### config.mk
export PLATFORM = sky130hd
export DESIGN_NAME = wb_dest_scoreboard
export DESIGN_NICKNAME = d
export VERILOG_FILES = /design/src/rtl/wb_dest_scoreboard.sv
export SDC_FILE = /design/constraint.sdc
export NUM_CORES = 1
export LEC_CHECK = 0
export ABC_AREA = 1
export BUFFER_PORTS_ARGS = -buffer_cell sky130_fd_sc_hd__buf_2
export CAP_MARGIN = 20
export CORE_MARGIN = 4
export CORE_UTILIZATION = 52
export CTS_CLUSTER_SIZE = 30
export DETAILED_ROUTE_END_ITERATION = 10
export PLACE_DENSITY = 0.76
export SYNTH_ARGS = -nofsm -noshare
export SYNTH_HDL_FRONTEND = slang
export SYNTH_SLANG_ARGS = --single-unit
### constraint.sdc
create_clock -name clk -period 2.05 [get_ports clk]
set_input_delay 0.205 -clock clk [delete_from_list [all_inputs] [get_ports clk]]
set_output_delay 0.205 -clock clk [all_outputs]
set_load 0.03 [all_outputs]
### src/rtl/wb_dest_scoreboard.sv
// Register-bank destination scoreboard: selects the write destination at issue, queues it in order, commits on completion.
// Latency: a completion strobe pops the head at the edge; the bank write (reg_write/write_reg) appears one cycle later.
// Backpressure: issue_ready drops when the pending FIFO is full; a pop in the same cycle does not free a slot for that cycle's issue.
//
// Ports:
//   clk, reset                    rising-edge clock, asynchronous active-low reset
//   issue_valid/issue_ready       enqueue handshake; dest_sel picks rt/rd/rs/SP_REG/RA_REG (5-7 illegal)
//   rt, rd, rs                    instruction register fields
//   wb_valid                      oldest pending op has completed
//   src_a, src_b, hazard          RAW hazard query against outstanding destinations
//   reg_write, write_reg          registered bank write port
//   pending                       FIFO occupancy, err sticky illegal-select / underflow flag
module wb_dest_scoreboard #(
  parameter int REG_AW = 5,
  parameter int DEPTH  = 4,
  parameter int SP_REG = 29,
  parameter int RA_REG = 31
) (
  input  logic                    clk,
  input  logic                    reset,
  input  logic                    issue_valid,
  output logic                    issue_ready,
  input  logic [2:0]              dest_sel,
  input  logic [REG_AW-1:0]       rt,
  input  logic [REG_AW-1:0]       rd,
  input  logic [REG_AW-1:0]       rs,
  input  logic                    wb_valid,
  input  logic [REG_AW-1:0]       src_a,
  input  logic [REG_AW-1:0]       src_b,
  output logic                    hazard,
  output logic                    reg_write,
  output logic [REG_AW-1:0]       write_reg,
  output logic [$clog2(DEPTH):0]  pending,
  output logic                    err
);

  localparam int PW = $clog2(DEPTH);
  localparam int CW = PW + 1;

  // FIFO storage: address, zero flag and a per-slot valid bit used by the hazard search
  logic [REG_AW-1:0] addr_q [DEPTH];
  logic [DEPTH-1:0]  zf_q;
  logic [DEPTH-1:0]  vld_q;
  logic [PW-1:0]     wr_ptr_q, rd_ptr_q;
  logic [CW-1:0]     count_q, count_d;

  logic              reg_write_q, reg_write_d;
  logic [REG_AW-1:0] write_reg_q, write_reg_d;
  logic              err_q, err_d;

  logic [REG_AW-1:0] issue_addr;
  logic              sel_legal;
  logic              issue_fire;
  logic              push;
  logic              pop;
  logic              hit_a, hit_b;

  // Destination select decode
  always_comb begin
    issue_addr = '0;
    case (dest_sel)
      3'd0:    issue_addr = rt;
      3'd1:    issue_addr = rd;
      3'd2:    issue_addr = rs;
      3'd3:    issue_addr = REG_AW'(SP_REG);
      3'd4:    issue_addr = REG_AW'(RA_REG);
      default: issue_addr = '0;
    endcase
  end

  assign sel_legal   = (dest_sel <= 3'd4);
  assign issue_ready = (count_q != CW'(DEPTH));
  assign issue_fire  = issue_valid && issue_ready;
  assign push        = issue_fire && sel_legal;
  assign pop         = wb_valid && (count_q != '0);

  // Next-state for counter, write port and sticky error
  always_comb begin
    count_d     = count_q;
    reg_write_d = 1'b0;
    write_reg_d = write_reg_q;
    err_d       = err_q;
    case ({push, pop})
      2'b10:   count_d = count_q + CW'(1);
      2'b01:   count_d = count_q - CW'(1);
      default: count_d = count_q;
    endcase
    if (pop) begin
      write_reg_d = addr_q[rd_ptr_q];
      // Writes to $0 still move the address but never strobe the bank
      reg_write_d = ~zf_q[rd_ptr_q];
    end
    if (issue_fire && !sel_legal) err_d = 1'b1;
    if (wb_valid && (count_q == '0)) err_d = 1'b1;
  end

  always_ff @(posedge clk or negedge reset) begin
    if (!reset) begin
      for (int i = 0; i < DEPTH; i++) addr_q[i] <= '0;
      zf_q        <= '0;
      vld_q       <= '0;
      wr_ptr_q    <= '0;
      rd_ptr_q    <= '0;
      count_q     <= '0;
      reg_write_q <= 1'b0;
      write_reg_q <= '0;
      err_q       <= 1'b0;
    end else begin
      // Push and pop never touch the same slot: equal pointers with both
      // active would need a full FIFO (push blocked) or an empty one (pop blocked).
      if (push) begin
        addr_q[wr_ptr_q] <= issue_addr;
        zf_q[wr_ptr_q]   <= (issue_addr == '0);
        vld_q[wr_ptr_q]  <= 1'b1;
        wr_ptr_q         <= wr_ptr_q + PW'(1);
      end
      if (pop) begin
        vld_q[rd_ptr_q] <= 1'b0;
        rd_ptr_q        <= rd_ptr_q + PW'(1);
      end
      count_q     <= count_d;
      reg_write_q <= reg_write_d;
      write_reg_q <= write_reg_d;
      err_q       <= err_d;
    end
  end

  // Hazard search over queued entries plus the write committing this cycle.
  // Only registered state is consulted, so wb_valid never reaches hazard combinationally.
  always_comb begin
    hit_a = 1'b0;
    hit_b = 1'b0;
    for (int i = 0; i < DEPTH; i++) begin
      if (vld_q[i] && (addr_q[i] == src_a)) hit_a = 1'b1;
      if (vld_q[i] && (addr_q[i] == src_b)) hit_b = 1'b1;
    end
    if (reg_write_q && (write_reg_q == src_a)) hit_a = 1'b1;
    if (reg_write_q && (write_reg_q == src_b)) hit_b = 1'b1;
    hazard = (hit_a && (src_a != '0)) || (hit_b && (src_b != '0));
  end

  assign reg_write = reg_write_q;
  assign write_reg = write_reg_q;
  assign pending   = count_q;
  assign err       = err_q;

endmodule
==> results.md <==
- Fmax achieved: 530.6 MHz
- WP data required: 2.22 ns
- Total inserted antenna cells: 0
- Outcome: complete, no violations
- Area leader, netlist: dfrtp_1
- Post-synth EDFFs: 0
- Final Cycle Share: 0.9194
- Unrepaired setup endpoints after global routing: false
- CTS resizes: 0
- Post-route ant nets: 0
- Vias per cell: 5.443
- Crit Path Max Fanout: 4
- Final setup vio count: 0
- Max Slew Vio Count: 0
- Critical path buffers and inverters: 2
- DP HPWL: 6879 µm
- Setup bufs post-CTS: 0
- Delay of the slowest cell on the worst path: 0.43 ns
- Global-route usage over all layers: 0.2526
- Clock Path Buffers: 2
- Min Hold Slack: 0.1655 ns
- Storage element area: 1055 µm²
- CTS H-tree depth: 2
- Multi-input gate area: 1740 µm²
- First-pass GRT wire length: 14500 µm
- Max reg flops: 20
- Slowest cell on crit path: dfrtp_2
- Slew headroom: 0.5908
- Post-synthesis sequential area ratio: 0.3429
- TritonCTS Buffers: 5
- Placer Congestion: 0.9615
- Critical path, cell by cell: inv_2, nand3_4, nand3_4, ha_1, inv_1, fa_1, a21oi_1, o21ai_0, xor2_1
- Root Buffer: clkbuf_8
- Largest net degree at the start of global routing: 27
- Setup_tns: 0 ns
- Routed len/inst: 14.88 µm
- Main synth FF type: dfrtp_1
- Mapped Nets: 504
- Compound-Gate Fraction of Synth Area: 0.1388
- Area delta synth->final: 13.31%
- Peak VDD IR: 936.3 µV
- DRC Markers: 0
- # nets final: 551
- Worst-path clk slew: 0.08 ns
- Post-layout min period: 1.885 ns
- Die height: 84.78 µm
- Post-synthesis cell area: 3065 µm²
- Slew @ Worst Pin: 0.6137 ns
- CP most frequent cell: nand3_4
- Setup CP Type: reg2reg
- Simple-gate share of the synthesized area: 0.3616
- Drt pass-1 iters: 5
- TritonCTS clock tree: built
- Post-Synth XOR/XNOR Area: 0.02000
- Critical path arrival: 2.06 ns
- Flops & latches, synth: 42
- Clock sinks: 42
- Max Cap Viol: 0
- Hold Crit Class: in2reg
- Clock latency at the later pin of the worst-skew pair: 0.29 ns
- Vias in the first global route: 3031
- Die Width: 84.78 µm
- Vias: 3168
- Remaining global-route overflow: 0
- # IOs: 44
- Leakage: 1.816 nW
- Detailed Route WL: 8661 µm
- Synth async-reset ratio: 1.000
- Average size of a mapped cell: 6.635 µm²
- Post-synthesis adder-cell area fraction: 0.04327
- CP delay by family, top: adder cells
- Netlist cell types: 30
- I/O Buffers: 43
- Rows: 27
- Worst Skew: 0.004746 ns
- Die area: 7188 µm²
- CORE AREA: 5608 µm²
- Startpoint Class: register
- Syn Inst Count: 462
- Hold buffer count at cts: 1
- Largest cells by area after synthesis: dfrtp_1 (34%), nand2_1 (18%), o21ai_0 (7.8%)
- P per Cell Area: 1318 nW/µm²
- Antenna violations before repair: 0
- Final hold vios: 0
- Fill cells: 569
- Layout cells sized above 1: 0.1824
- Mux cell area share after synthesis: 0
- CP Capture Type: register
- Ys Warns: 0
- Post-synth top area share: 0.3429
- Starting density of the core: 0.5466
- Largest family of logic cells by synthesized area: simple AND/OR/NAND/NOR gates
- Initial DRC Count: 253
==> metal layers <==
| metal | wire length (µm) | vias up | part of all wire | GRT usage |
|---|---|---|---|---|
| met4 | 247 | 0 | 0.029 | 0.09065 |
| li1 | - | 1549 | - | - |
| met3 | 592 | 23 | 0.068 | 0.04318 |
| met2 | 3960 | 125 | 0.46 | 0.4007 |
| met5 | 0 | - | 0 | 0 |
| met1 | 3861 | 1471 | 0.45 | 0.3468 |
==> power by group <==
group	switching [W]	internal, W	total [W]	leakage (nW)
combinational	0.00157	0.000811	0.00238	1.26
clock	0.000294	0.000271	0.000565	0.0472
sequential	0.000411	0.00122	0.00163	0.509
==> cell families (layout without fill, tap and decap cells) <==
logic type,Yosys count,count (layout)
AOI/OAI and AO/OA,78,78
xor gates and xnor gates,7,7
adders and majority gates,10,10
buffers and inverters,67,115
DFF,42,42
and+or+nand+nor,258,258
==> cells in the mapped netlist, types with 4 or more instances <==
library cell    n
a21oi_1        15
a31oi_1         6
buf_6           4
clkbuf_1        6
dfrtp_1        42
ha_1            9
inv_1          52
nand2_1       150
nand2_2         5
nand3_1        29
nor2_1         55
nor2_2         11
o21ai_0        48
xor2_1          6
==> placed cells by master (no fill, tap or decap) <==
| master | netlist | final |
|---|---|---|
| xor2_1 | 6 | 6 |
| nor2_1 | 55 | 55 |
| o21ai_4 | 1 | 1 |
| o21ai_1 | 3 | 3 |
| a21oi_1 | 15 | 15 |
| a31oi_1 | 6 | 6 |
| dfrtp_1 | 42 | 39 |
| buf_4 | 1 | 8 |
| clkinvlp_4 | 0 | 1 |
| nand3_4 | 1 | 2 |
| clkbuf_8 | 0 | 6 |
| clkinv_2 | 0 | 2 |
| nand4_4 | 1 | 1 |
| o21bai_1 | 2 | 2 |
| xnor2_1 | 1 | 1 |
| nor2_4 | 2 | 2 |
| nand3_2 | 1 | 1 |
| nand2_1 | 150 | 150 |
| fa_1 | 1 | 1 |
| dlygate4sd3_1 | 0 | 1 |
| ha_1 | 9 | 9 |
| o21ai_0 | 48 | 48 |
| inv_2 | 1 | 3 |
| nor3_1 | 2 | 2 |
| nand2_2 | 5 | 5 |
| inv_1 | 52 | 50 |
| nor2_2 | 11 | 11 |
| nand3_1 | 29 | 28 |
| clkinv_1 | 2 | 1 |
| buf_2 | 1 | 43 |
| a21oi_2 | 3 | 3 |
| dfrtp_2 | 0 | 3 |
| nand4_2 | 1 | 1 |
==> through the flow <==
step	std cells	worst slack [ns]	instance area [µm²]	power, W	util
2_1_floorplan	462	0.01199	3089	0.003277	-
3_3_place_gp	573	0.2388	3368	0.003949	0.6006
3_5_place_dp	573	0.1725	3368	0.003998	0.6006
4_1_cts	582	0.1475	3473	0.004573	0.6194
5_1_grt	582	0.02180	3473	0.004997	0.6194
6_report	582	0.1652	3473	0.004579	0.6194
==> path summary, 6_finish.rpt <==
| kind | slack [ns] | startpoint | depth (start not counted) | end |
|---|---|---|---|---|
| setup / recovery | 0.17 | pending[0]$_DFFE_PN0P_ | 9 | pending[2]$_DFFE_PN0P_ |
| hold / removal | 0.17 | wb_valid | 3 | err$_DFFE_PN0P_ |
| setup reg to reg | 0.17 | pending[0]$_DFFE_PN0P_ | 9 | pending[2]$_DFFE_PN0P_ |
| hold reg to reg | 0.50 | zf_q[0]$_DFFE_PN0P_ | 2 | zf_q[0]$_DFFE_PN0P_ |
| max in group asynchronous | 1.02 | reset | 3 | addr_q[13]$_DFFE_PN0P_ |
| min in group asynchronous | 0.45 | reset | 2 | write_reg[1]$_DFFE_PN0N_ |
==> tightest hold or removal path: cells and delay by family <==
family | cells | cell delay, ns
buffers and inverters | 2 | 0.14
AOI/OAI and AO/OA | 1 | 0.07
==> cell type report <==
class | instances | share of cell area
sequential | 42 | 0.3037
tap | 72 | 0.02594
multi-input combinational | 353 | 0.5011
clock buffer | 6 | 0.02378
inverter | 55 | 0.05980
timing repair buffer | 52 | 0.08213
clock inverter | 2 | 0.003602
Note: power is estimated with default switching activity, not from simulation.
